File: src/rtl/rc4_pkg.sv
// Shared RC4 definitions: KSA state encoding, S-box size and key-byte selection.
package rc4_pkg;

   localparam int S_SIZE             = 256;
   localparam int DEFAULT_KEY_LENGTH = 3;
   localparam int KEY_MAX_BYTES      = 32;
   localparam int KEY_MAX_WIDTH      = 8 * KEY_MAX_BYTES;

   typedef enum logic [2:0] {
      IDLE    = 3'd0,
      RD_SI   = 3'd1,
      WAIT_SI = 3'd2,
      RD_SJ   = 3'd3,
      WAIT_SJ = 3'd4,
      WR_SI   = 3'd5,
      WR_SJ   = 3'd6,
      DONE    = 3'd7
   } ksa_state_t;

   // Byte idx of a big-endian n_bytes-long key that sits right-aligned in key.
   function automatic logic [7:0] key_byte_select(
      input logic [KEY_MAX_WIDTH-1:0] key,
      input logic [7:0]               idx,
      input int                       n_bytes
   );
      logic [KEY_MAX_WIDTH-1:0] shifted;
      shifted = key >> (8 * (n_bytes - 1 - int'(idx)));
      return shifted[7:0];
   endfunction

endpackage

File: src/rtl/ksa_swap_fsm.sv
// RC4 key-scheduling stage: 256 read/read/write/write swap iterations over the shared S-RAM.
// Outputs are registered copies of the decode of the next state, so they stay Moore and glitch-free.
module ksa_swap_fsm
   import rc4_pkg::*;
#(
   parameter int KEY_LENGTH = DEFAULT_KEY_LENGTH,
   parameter int KEY_WIDTH  = 24
) (
   input  logic                 clk,
   input  logic                 reset,
   input  logic                 start,
   input  logic [KEY_WIDTH-1:0] secret_key,
   input  logic [7:0]           q,
   output logic [7:0]           address,
   output logic [7:0]           data,
   output logic                 wren,
   output logic                 rden,
   output logic                 done
);

   localparam logic [7:0] LAST_I    = 8'(S_SIZE - 1);
   localparam logic [7:0] LAST_KIDX = 8'(KEY_LENGTH - 1);

   ksa_state_t           state_q, state_d;
   logic [7:0]           i_q, i_d;
   logic [7:0]           j_q, j_d;
   logic [7:0]           si_q, si_d;
   logic [7:0]           sj_q, sj_d;
   logic [7:0]           kidx_q, kidx_d;
   logic [KEY_WIDTH-1:0] key_q, key_d;
   logic [7:0]           address_q, address_d;
   logic [7:0]           data_q, data_d;
   logic                 wren_q, wren_d;
   logic                 rden_q, rden_d;
   logic                 done_q, done_d;
   logic [7:0]           key_byte_s;

   assign key_byte_s = key_byte_select(KEY_MAX_WIDTH'(key_q), kidx_q, KEY_LENGTH);

   // Next-state and datapath update.
   always_comb begin
      state_d = state_q;
      i_d     = i_q;
      j_d     = j_q;
      si_d    = si_q;
      sj_d    = sj_q;
      kidx_d  = kidx_q;
      key_d   = key_q;
      case (state_q)
         IDLE: begin
            if (start) begin
               i_d     = 8'd0;
               j_d     = 8'd0;
               kidx_d  = 8'd0;
               key_d   = secret_key;
               state_d = RD_SI;
            end else begin
               state_d = IDLE;
            end
         end
         RD_SI:   state_d = WAIT_SI;
         WAIT_SI: begin
            si_d    = q;
            j_d     = j_q + q + key_byte_s;
            state_d = RD_SJ;
         end
         RD_SJ:   state_d = WAIT_SJ;
         WAIT_SJ: begin
            sj_d    = q;
            state_d = WR_SI;
         end
         WR_SI:   state_d = WR_SJ;
         WR_SJ: begin
            if (i_q == LAST_I) begin
               state_d = DONE;
            end else begin
               i_d     = i_q + 8'd1;
               // i mod KEY_LENGTH tracked by a wrapping counter instead of a divider.
               kidx_d  = (kidx_q == LAST_KIDX) ? 8'd0 : kidx_q + 8'd1;
               state_d = RD_SI;
            end
         end
         DONE: begin
            if (!start) begin
               state_d = IDLE;
            end else begin
               state_d = DONE;
            end
         end
         default: state_d = IDLE;
      endcase
   end

   // RAM-side outputs decoded from the upcoming state and datapath values.
   always_comb begin
      address_d = 8'd0;
      data_d    = 8'd0;
      wren_d    = 1'b0;
      rden_d    = 1'b0;
      done_d    = 1'b0;
      case (state_d)
         RD_SI, WAIT_SI: begin
            address_d = i_d;
            rden_d    = 1'b1;
         end
         RD_SJ, WAIT_SJ: begin
            address_d = j_d;
            rden_d    = 1'b1;
         end
         WR_SI: begin
            address_d = i_d;
            data_d    = sj_d;
            wren_d    = 1'b1;
         end
         WR_SJ: begin
            address_d = j_d;
            data_d    = si_d;
            wren_d    = 1'b1;
         end
         DONE:    done_d = 1'b1;
         default: done_d = 1'b0;
      endcase
   end

   // State, datapath and output registers.
   always_ff @(posedge clk or negedge reset) begin
      if (!reset) begin
         state_q   <= IDLE;
         i_q       <= 8'd0;
         j_q       <= 8'd0;
         si_q      <= 8'd0;
         sj_q      <= 8'd0;
         kidx_q    <= 8'd0;
         key_q     <= {KEY_WIDTH{1'b0}};
         address_q <= 8'd0;
         data_q    <= 8'd0;
         wren_q    <= 1'b0;
         rden_q    <= 1'b0;
         done_q    <= 1'b0;
      end else begin
         state_q   <= state_d;
         i_q       <= i_d;
         j_q       <= j_d;
         si_q      <= si_d;
         sj_q      <= sj_d;
         kidx_q    <= kidx_d;
         key_q     <= key_d;
         address_q <= address_d;
         data_q    <= data_d;
         wren_q    <= wren_d;
         rden_q    <= rden_d;
         done_q    <= done_d;
      end
   end

   assign address = address_q;
   assign data    = data_q;
   assign wren    = wren_q;
   assign rden    = rden_q;
   assign done    = done_q;

endmodule

File: config.mk
export PLATFORM = sky130hd
export DESIGN_NAME = ksa_swap_fsm
export DESIGN_NICKNAME = d
export VERILOG_FILES = /design/src/rtl/rc4_pkg.sv /design/src/rtl/ksa_swap_fsm.sv
export SDC_FILE = /design/constraint.sdc
export NUM_CORES = 1
export LEC_CHECK = 0
export CORE_MARGIN = 2
export CORE_UTILIZATION = 59
export CTS_CLUSTER_SIZE = 28
export DETAILED_ROUTE_END_ITERATION = 6
export PLACE_DENSITY_LB_ADDON = 0.2
export SYNTH_ARGS = -nofsm -noshare
export SYNTH_HDL_FRONTEND = slang
export SYNTH_SLANG_ARGS = --single-unit
File: constraint.sdc
create_clock -name clk -period 11.8 [get_ports clk]
set_input_delay 2.36 -clock clk [delete_from_list [all_inputs] [get_ports clk]]
set_output_delay 2.36 -clock clk [all_outputs]
set_load 0.005 [all_outputs]
==> results <==
- The run finished with clean final reports.
- Input and output buffers added on the ports amount to 53.
- Clock latency on the worst-skew pair, taken at its later pin, is 0.36 ns.
- The routability congestion estimate is 0.898.
- The average instance area after synthesis is 10.5 um^2.
- The number of clock sinks is 78.
- The data required time at the worst endpoint is 12.09 ns.
- The width of the chip is 86.2 um.
- Sorting the synthesized cells by area gives the leading types as sky130_fd_sc_hd__dfrtp_1 49%, sky130_fd_sc_hd__mux2_2 6.5%, sky130_fd_sc_hd__nand2_1 4.1%.
- The worst-case vdd ir drop is 0.159 mV.
- For this run, the top clock speed supported by timing is 209 MHz.
- The first-pass GRT wire length is 14.1 mm.
- For the worst setup path, the data arrival time is 5.06 ns.
- The count of yosys warnings during synthesis is 0.
- The fraction of final layout cells sized beyond drive strength 1 is 10.6%.
- TritonCTS built the clock tree.
- The most common cell in the synthesized netlist is sky130_fd_sc_hd__dfrtp_1.
- Summing all multi-input logic gate instances after layout gives 1920 um^2.
- The first detailed-routing pass took 4 iterations.
- The y dimension of the die is 86.2 um.
- The iteration-0 DRC count of the detailed router is 183.
- The share of Yosys cell area claimed by the top area cell type is 48.9%.
- After clock tree synthesis, the clock-pin slew on the worst setup and hold paths is 0.07 ns.
- After the flow finishes, the layout carries non-filler instances totaling 511.
- The largest net degree at the start of global routing is 79.
- The number of gates given a new drive strength after cts is 0.
- The synthesized netlist occupies a cell area of 3990 um^2.
- The cell count after synthesis is 381.
- The sum of overflow across all layers after global routing is 0.
- The routed via count is 2996.
- The buffer levels on the longest clock path is 2.
- The detail-routed via count per cell is 5.86.
- The number of nets in the layout is 481.
- The setup-violating endpoint count in the final report is 0.
- The synthesized design contains 0 enable-type register cells.
- Setup repair after global routing left no endpoint under its margin.
- Fill cells in the final layout number 478.
- The via count of the first global-routing pass is 2928.
- The maximum clock skew at final layout is 0.0112 ns.
- After routing, the total negative slack on setup checks comes to 0 ns.
- Ranked by instance count, the synthesized netlist is headed by 78 x sky130_fd_sc_hd__dfrtp_1, 44 x sky130_fd_sc_hd__nand2_1, 39 x sky130_fd_sc_hd__nor2_1.
- The post-synthesis sequential area ratio is 48.9%.
- The hold path startpoint is si_q[0]$_DFF_PN0_.
- Of all flip-flops after synthesis, the portion carrying an async set or reset was 100%.
- The final worst-path cycle share is 40.5%.
- The source of the critical timing path is q[1].
- The initial antenna violation count is 0.
- The kind of critical path is in -> reg.
- After clock tree synthesis, the setup repair step added 0 buffers.
- In this run the tightest slew margin relative to its limit is 33.2%.
- The depth of the CTS H-tree is 3.
- The library cell with the largest summed area after synthesis is sky130_fd_sc_hd__dfrtp_1.
- The average detailed-routed wire length per instance is 16.1 um.
- The critical register-to-register path startpoint is kidx_q[0]$_DFFE_PN0P_.
- The diode insertion count for antenna repair is 0.
- The worst hold path belongs to the class reg -> reg.
- The cell sitting at the root of the clock tree is a sky130_fd_sc_hd__clkbuf_8.
- The kind of start point of the critical path is an input pin.
- The final critical delay including setup and external delays is 4.77 ns.
- Wires add up to 8.24 mm.
- The number of hold violations in the final report is 0.
- The floorplan step defined a die boundary enclosing 7430 um^2.
- After synthesis the netlist holds a flip-flop and latch count of 78.
- The overall power consumption is 1.35 mW.
- The number of core rows is 29.
- The static power due to leakage is 2.17 nW.
- Max-cap violations in this run came to 0.
- After clock tree synthesis, the flow added hold-fix buffers numbering 0.
- In the routed design, unresolved DRC markers number 0.
- The kind of end point of the critical path is a register.
- In the global route stage, overall resource usage came out at 24.5%.
- The effective utilization at floorplan is 61.8%.
- Summing all flip-flop and latch instances after layout gives 1950 um^2.
- The number of nets in the synthesized netlist is 433.
- Along the worst path, the maximum fanout reaches 2.
- The number of nets still failing antenna checks after routing is 0.
- The number of pins with negative max-slew slack in the final report is 0.
- The transition time at the pin with the least slew margin is 1.00 ns.
- Across all hold checks on the routed design, the worst slack comes to 0.478 ns.
- The number of distinct standard cells referenced by the synthesized netlist is 58.
- For this run, the leading register cell type out of synthesis is sky130_fd_sc_hd__dfrtp_1.
- The total power density per cell area is 282 nW/um^2.
- In this run the standard cell core region covers 6460 um^2.
- The HPWL after detailed placement is 5.94 mm.
- Counting the buffers created by CTS gives 9.
- 54 I/O pins were placed.
- The cell count after placement is 495.
- The layout overhead on the synthesized area is 19.5%.
kinds of logic (layout without fill, tap and decap cells):
family                   Yosys count  count (layout)  synth area share, %
AND/OR/NAND/NOR                  120             120                 13.7
flip-flops                        78              78                 48.9
adder cells (fa/ha/maj)           17              17                 6.84
multiplexers                      41              41                 11.1
buffers and inverters             31              84                 3.23
AO/OA/AOI/OAI                     89              89                 15.2
XOR/XNOR                           5               5                 1.10
stage by stage:
stage / utilization (%) / cell area (um^2) / setup slack [ns]
global route: 73.8 / 4770 / 6.86
floorplan: - / 3990 / 7.37
global placement: 70.5 / 4550 / 6.78
detailed placement: 70.5 / 4550 / 6.69
CTS: 73.8 / 4770 / 7.04
finish: 73.8 / 4770 / 7.03
registers in the layout, indices dropped and copies added (netlist names):
signal,flops
i_q,8
wren,1
data,8
si_q,8
rden,1
key_q,24
state_q,3
j_q,8
done,1
address,8
kidx_q,8
final cells by class:
type	instances	share of cell area, %
Clock buffer	12	3.04
Clock inverter	4	1.47
Inverter	14	1.10
Multi-Input combinational cell	272	40.2
Sequential cell	78	40.9
Tap cell	77	2.02
Timing Repair Buffer	54	11.2
cells in the final DEF, fill, tap and decap left out, types with 3 or more instances in the layout:
master,instances
sky130_fd_sc_hd__dfrtp_1,78
sky130_fd_sc_hd__clkdlybuf4s50_1,52
sky130_fd_sc_hd__nand2_1,44
sky130_fd_sc_hd__nor2_1,39
sky130_fd_sc_hd__a21oi_1,24
sky130_fd_sc_hd__mux2_2,23
sky130_fd_sc_hd__mux2i_1,16
sky130_fd_sc_hd__o21ai_0,15
sky130_fd_sc_hd__inv_1,14
sky130_fd_sc_hd__nand3_1,11
sky130_fd_sc_hd__clkbuf_8,10
sky130_fd_sc_hd__ha_1,9
sky130_fd_sc_hd__fa_1,8
sky130_fd_sc_hd__o21ai_1,7
sky130_fd_sc_hd__a22o_1,7
sky130_fd_sc_hd__nor3_1,5
sky130_fd_sc_hd__nor2b_1,4
sky130_fd_sc_hd__a21o_1,4
sky130_fd_sc_hd__and3_1,4
sky130_fd_sc_hd__xor2_1,3
sky130_fd_sc_hd__o31ai_1,3
sky130_fd_sc_hd__o31ai_2,3
final timing paths:
check                      depth (start not counted)               endpoint  slack (ns)
max                                               12       j_q[7]$_DFF_PN0_        7.03
min                                                2      si_q[0]$_DFF_PN0_        0.48
max reg2reg                                       16       j_q[7]$_DFF_PN0_        7.49
min reg2reg                                        2      si_q[0]$_DFF_PN0_        0.48
max in group asynchronous                          1      si_q[1]$_DFF_PN0_        9.03
min in group asynchronous                          1  kidx_q[5]$_DFFE_PN0P_        2.15
critical path: stages:
cell                              delay [ns]
sky130_fd_sc_hd__clkdlybuf4s50_1        0.48
sky130_fd_sc_hd__inv_1                  0.07
sky130_fd_sc_hd__fa_1                   0.47
sky130_fd_sc_hd__inv_1                  0.07
sky130_fd_sc_hd__ha_1                   0.17
sky130_fd_sc_hd__inv_1                  0.06
sky130_fd_sc_hd__fa_1                   0.41
sky130_fd_sc_hd__nor2b_1                0.17
sky130_fd_sc_hd__o31a_1                 0.16
sky130_fd_sc_hd__o21ai_0                0.11
sky130_fd_sc_hd__a2111o_1               0.44
sky130_fd_sc_hd__nand3_1                0.09
power by group:
group | switching, mW | internal, mW
logic | 0.343 | 0.313
clock network | 0.0955 | 0.124
registers | 0.0966 | 0.373
total | 0.535 | 0.810
routing by layer:
layer	routed length [um]	up-vias	share of wire (%)	global-route usage (%)
met5	0	-	0	0
met4	142	0	1.7	7.67
met3	294	13	3.6	4.67
met2	3970	69	48	38.8
met1	3830	1469	46	34.6
li1	-	1445	-	-
(Power assumes the default switching activity.)
